**config.mk**
```make
export PLATFORM = sky130hd
export DESIGN_NAME = mult_iter
export DESIGN_NICKNAME = d
export VERILOG_FILES = /design/src/rtl/mult_pkg.sv /design/src/rtl/mult_iter_pp.sv /design/src/rtl/mult_iter.sv
export SDC_FILE = /design/constraint.sdc
export NUM_CORES = 1
export LEC_CHECK = 0
export CORE_ASPECT_RATIO = 1.4
export CORE_UTILIZATION = 57
export DETAILED_ROUTE_END_ITERATION = 8
export PLACE_DENSITY = 0.78
export SKIP_CTS_REPAIR_TIMING = 1
export SLEW_MARGIN = 20
export SYNTH_ARGS = -nofsm -noshare
export SYNTH_HDL_FRONTEND = slang
export SYNTH_SLANG_ARGS = --single-unit
```
**constraint.sdc**
```tcl
create_clock -name clk -period 14.8 [get_ports clk]
set_input_delay 2.96 -clock clk [delete_from_list [all_inputs] [get_ports clk]]
set_output_delay 2.96 -clock clk [all_outputs]
set_load 0.05 [all_outputs]
```
**src/rtl/mult_pkg.sv**
```systemverilog
// mult_pkg: shared types and helpers for the iterative multiplier.
package mult_pkg;
    typedef enum logic [1:0] {IDLE, CALC, DONE} state_t;
    localparam int STEP_1 = 1;
    localparam int STEP_2 = 2;
    localparam int STEP_4 = 4;
    localparam int STEP_8 = 8;
    function automatic int count_width(input int width, input int step);
        return (width / step > 1) ? $clog2(width / step) : 1;
    endfunction
    function automatic bit step_ok(input int step);
        return step == STEP_1 || step == STEP_2 || step == STEP_4 || step == STEP_8;
    endfunction
endpackage

```
**src/rtl/mult_iter_pp.sv**
```systemverilog
// mult_iter_pp: multiplicand times a STEP-bit digit as a sum of shifted copies.
module mult_iter_pp #(
    parameter int WIDTH = 32,
    parameter int STEP  = 1
) (
    input  logic [2*WIDTH-1:0] mcand,
    input  logic [STEP-1:0]    digit,
    output logic [2*WIDTH-1:0] pp
);
    always_comb begin
        pp = '0;
        for (int i = 0; i < STEP; i++)
            pp = digit[i] ? pp + (mcand << i) : pp;
    end
endmodule

```
**src/rtl/mult_iter.sv**
```systemverilog
// mult_iter: iterative signed/unsigned multiplier retiring STEP bits per cycle.
// Define MULT_ITER_ABORT_EN to add the mult_abort flush input.
module mult_iter
    import mult_pkg::*;
#(
    parameter int WIDTH = 32,
    parameter int STEP  = 1
) (
    input  logic               clk,
    input  logic               reset,
    input  logic               mult_begin,
    input  logic               mult_signed,
    input  logic [WIDTH-1:0]   mult_op1,
    input  logic [WIDTH-1:0]   mult_op2,
`ifdef MULT_ITER_ABORT_EN
    input  logic               mult_abort,
`endif
    output logic [2*WIDTH-1:0] product,
    output logic               mult_end,
    output logic               mult_busy
);
    localparam int N  = WIDTH / STEP;
    localparam int CW = count_width(WIDTH, STEP);
    state_t             state;
    logic [2*WIDTH-1:0] mcand, acc, pp, acc_next;
    logic [WIDTH-1:0]   mplier, op1_abs, op2_abs;
    logic [CW-1:0]      count;
    logic               sign, abort;
    assign op1_abs  = (mult_signed && mult_op1[WIDTH-1]) ? -mult_op1 : mult_op1;
    assign op2_abs  = (mult_signed && mult_op2[WIDTH-1]) ? -mult_op2 : mult_op2;
    assign acc_next = acc + pp;
`ifdef MULT_ITER_ABORT_EN
    assign abort = mult_abort;
`else
    assign abort = 1'b0;
`endif
    mult_iter_pp #(.WIDTH(WIDTH), .STEP(STEP)) u_pp (
        .mcand(mcand),
        .digit(mplier[STEP-1:0]),
        .pp   (pp)
    );
    always_ff @(posedge clk or posedge reset) begin
        if (reset) begin
            state     <= IDLE;
            product   <= '0;
            mult_end  <= 1'b0;
            mult_busy <= 1'b0;
            count     <= '0;
            mcand     <= '0;
            mplier    <= '0;
            acc       <= '0;
            sign      <= 1'b0;
        end else begin
            mult_end <= 1'b0;
            case (state)
                CALC: begin
                    if (abort) begin
                        state     <= IDLE;
                        mult_busy <= 1'b0;
                    end else begin
                        acc    <= acc_next;
                        mcand  <= mcand << STEP;
                        mplier <= mplier >> STEP;
                        if (count == '0) begin
                            state     <= DONE;
                            mult_busy <= 1'b0;
                            mult_end  <= 1'b1;
                            product   <= sign ? -acc_next : acc_next;
                        end else begin
                            count <= count - 1'b1;
                        end
                    end
                end
                // IDLE and DONE both accept a new start, giving back-to-back issue
                default: begin
                    if (mult_begin) begin
                        state     <= CALC;
                        mult_busy <= 1'b1;
                        mcand     <= {{WIDTH{1'b0}}, op1_abs};
                        mplier    <= op2_abs;
                        sign      <= mult_signed & (mult_op1[WIDTH-1] ^ mult_op2[WIDTH-1]);
                        acc       <= '0;
                        count     <= CW'(N - 1);
                    end else begin
                        state <= IDLE;
                    end
                end
            endcase
        end
    end
endmodule

```
==> out/qor.csv <==
stage,metric,value,unit
clocking,clk_pin_slew,0.07,ns
setup_path,worst-setup-path-type,input port to register,
placed_design,globalplace.congestion,1.043,
drt,ant_nets,0,
final_layout,final_cell_mix,"416 x nand2_1, 295 x o21ai_0, 234 x dfrtp_1, 132 x clkdlybuf4s50_1, 127 x a21oi_1",
logic_synthesis,syn_area,0.01743,mm^2
clocking,clock_latency,0.55,ns
min_path,hold-path-endpoint,product[30],
setup_path,r2r_slack,9.06,ns
setup_path,worstPathRequired,15.25,ns
clocking,clkSinkCount,234,
placed_design,dp.final_hpwl,40140,um
clocking,cts_root_buf,clkbuf_16,
final_layout,layout_commonest_cell,nand2_1,
placed_design,port_buffers,133,
logic_synthesis,synth_flop_cell,dfrtp_1,
sta,setup-violations-final,0,
drt,firstDrtPassIters,8,
logic_synthesis,avgSynthCellArea,7.920,um^2
drt,drcViolationCount,0,
grt,use_met3,0.04651,
sta,max_freq,0.1612,GHz
min_path,worstHoldPathType,register to register,
power_and_ir_drop,p_leak,8.336,nW
logic_synthesis,syn_nets,2338,
sta,rsz0062_at_grt,no,
grt,grt_busiest_layer,met2,
floorplanning,start_util,0.5805,
clocking,clock_path_buffers,3,
floorplanning,die_h,208.9,um
setup_path,r2r_start,mplier[0],
final_layout,area_growth,13.59,%
power_and_ir_drop,vdd_drop_max,0.0001511,V
logic_synthesis,ys_ff_latch,234,
grt,antenna_found_initial,0,
setup_path,cp_max_fo,4,
floorplanning,rows,75,
final_layout,antenna_cells,0,
placed_design,place_ws,8.076,ns
clocking,h-tree-depth,1,
run_status,outcome,finished clean,
drt,num_vias,16450,
grt,gr-usage-all-layers,0.3418,
sta,final_max_slew_viol_count,0,
drt,via_per_inst,6.188,
grt,grt_pass1_vias,16410,
grt,grt_use_met2,0.6055,
logic_synthesis,synth_edf_count,0,
grt,grt-ovfl-total,0,
floorplanning,io_pins,134,
logic_synthesis,ys_types,97,
sta,setup_tns,0,ns
setup_path,end_kind,register,
final_layout,drive_gt1_frac,0.05587,
logic_synthesis,synthCells,2201,
sta,layout_min_cycle_time,6.202,ns
logic_synthesis,yosysWarnings,0,
final_layout,final_nets,2394,
drt,wl_per_cell,19.93,um
power_and_ir_drop,power_density,211.3,mW/mm^2
clocking,cts_inserted_buffers,25,
grt,grt_pass1_wl,84030,um
drt,routed_wirelength,52990,um
setup_path,reg2reg_to,product[62],
min_path,holdPathStages,2,
sta,finalHoldViolations,0,
min_path,holdCritStartpoint,product[30],
floorplanning,dieWidth,149.8,um
logic_synthesis,yosysSeqAreaShare,0.3359,
drt,drtIter0Drc,912,
job,cap_violations,0,
sta,timing.slew.headroom,0.2892,
floorplanning,core-area,0.03003,mm^2
grt,grt_max_degree,132,
sta,worst_slew_pin_slew,1.057,ns
sta,skew,0.02598,ns
setup_path,reg2reg_depth,15,
grt,grt.met1_usage,0.3587,
sta,fin_crit_sh,0.4190,
floorplanning,dieArea,0.03130,mm^2
clocking,cts_tree,yes,
setup_path,critPathArrivalTime,6.65,ns
sta,fin_ws,8.598,ns
logic_synthesis,synthArstFlopShare,1.000,
setup_path,start_kind,input port,
==> flip-flops by register name, indices dropped and copies added, names as in the netlist <==
| signal | flops |
|---|---|
| acc | 64 |
| mcand | 64 |
| product | 64 |
| mplier | 32 |
| count | 5 |
| state | 2 |
| mult_busy | 1 |
| mult_end | 1 |
| sign | 1 |
==> per-stage QoR <==
stage / instance area, um^2 / std cells / utilization / hold slack (ns) / total power, mW
global placement: 18920 / 2615 / 0.6300 / 0.4559 / 3.446
finish: 19800 / 2658 / 0.6594 / 0.4696 / 4.183
floorplan: 17430 / 2201 / - / 0.4444 / 2.756
detailed placement: 18920 / 2615 / 0.6300 / 0.4589 / 3.496
CTS: 19780 / 2658 / 0.6586 / 0.4726 / 4.176
global route: 19800 / 2658 / 0.6594 / 0.4986 / 4.442
==> how the worst max path moves through the flow <==
stage	from	endpoint	slack, ns	cells after the start
4_1_cts	mult_op2[4]	mplier[29]	8.61	13
3_3_place_gp	mult_op2[4]	mplier[29]	8.14	13
3_5_place_dp	mult_op2[4]	mplier[29]	8.08	13
6_report	mult_op2[4]	mplier[29]	8.60	13
5_1_grt	mult_op2[2]	mplier[29]	8.10	13
2_1_floorplan	reset	acc[0]	5.42	1
==> area by class of cell <==
class	count	area [um^2]
clock inverter	11	147.6
sequential	234	5856
multi-input combinational	1808	10980
fill	2617	10230
inverter	37	146.4
timing repair buffer	151	1475
clock buffer	32	711.9
tap	385	481.7
==> cells by family after synthesis <==
logic type,share of synthesized area
AOI/OAI and AO/OA,0.2267
buffers and inverters,0.03610
and+or+nand+nor,0.2662
adders and majority gates,0.04996
muxes,0.008254
DFF,0.3359
xor gates and xnor gates,0.07687
==> where the power goes <==
part           total [mW]  internal, mW  switching, mW
sequential           1.10         0.916          0.180
clock               0.659         0.391          0.268
combinational        2.43         0.802           1.63
==> synthesized netlist by cell type, drive strengths merged (4+ instances only) <==
master	n	area, um^2
nand4b	4	35.03
inv	36	135.1
and3	12	75.07
nand3b	96	720.7
xnor2	79	691.9
nor3	36	191.4
o31ai	23	177.7
nand4	30	193.9
or4	7	56.30
a311oi	4	35.03
o2111ai	8	76.32
a21oi	140	764.5
nor3b	11	82.58
buf	32	152.6
or3	26	162.7
or2	9	58.81
nor4	17	133.9
nand3	41	210.2
and2	80	501.7
a21o	25	187.7
ha	68	850.8
o211ai	17	137.6
a211oi	15	130.1
o21ai	332	1673
nor2	101	379.1
mux2i	11	110.1
and4	8	70.07
clkbuf	90	337.8
nor2b	4	25.02
o41ai	6	86.34
dfrtp	234	5856
xor2	74	648.1
o21bai	5	37.54
o21a	10	76.32
a211o	4	35.03
nor4b	4	35.03
nand2b	15	93.84
a31oi	15	108.9
nand2	422	1597
a21boi	5	37.54
==> worst max-delay path, stage by stage <==
cell	delay, ns
clkdlybuf4s50_1	0.45
or3_1	0.41
nor4_1	0.44
and3_1	0.29
nand2_1	0.08
nor4_1	0.38
nand3b_1	0.17
o41ai_1	0.57
nand3b_1	0.22
o31ai_1	0.28
xnor2_1	0.15
mux2i_1	0.08
o21ai_0	0.17
==> routing by layer <==
| layer | vias to the layer above | wire (um) |
|---|---|---|
| met5 | - | 0 |
| met4 | 0 | 4426 |
| met3 | 206 | 1927 |
| met2 | 443 | 27290 |
| met1 | 7875 | 19340 |
| li1 | 7924 | - |
No activity file was read; power rests on OpenSTA's default activity.
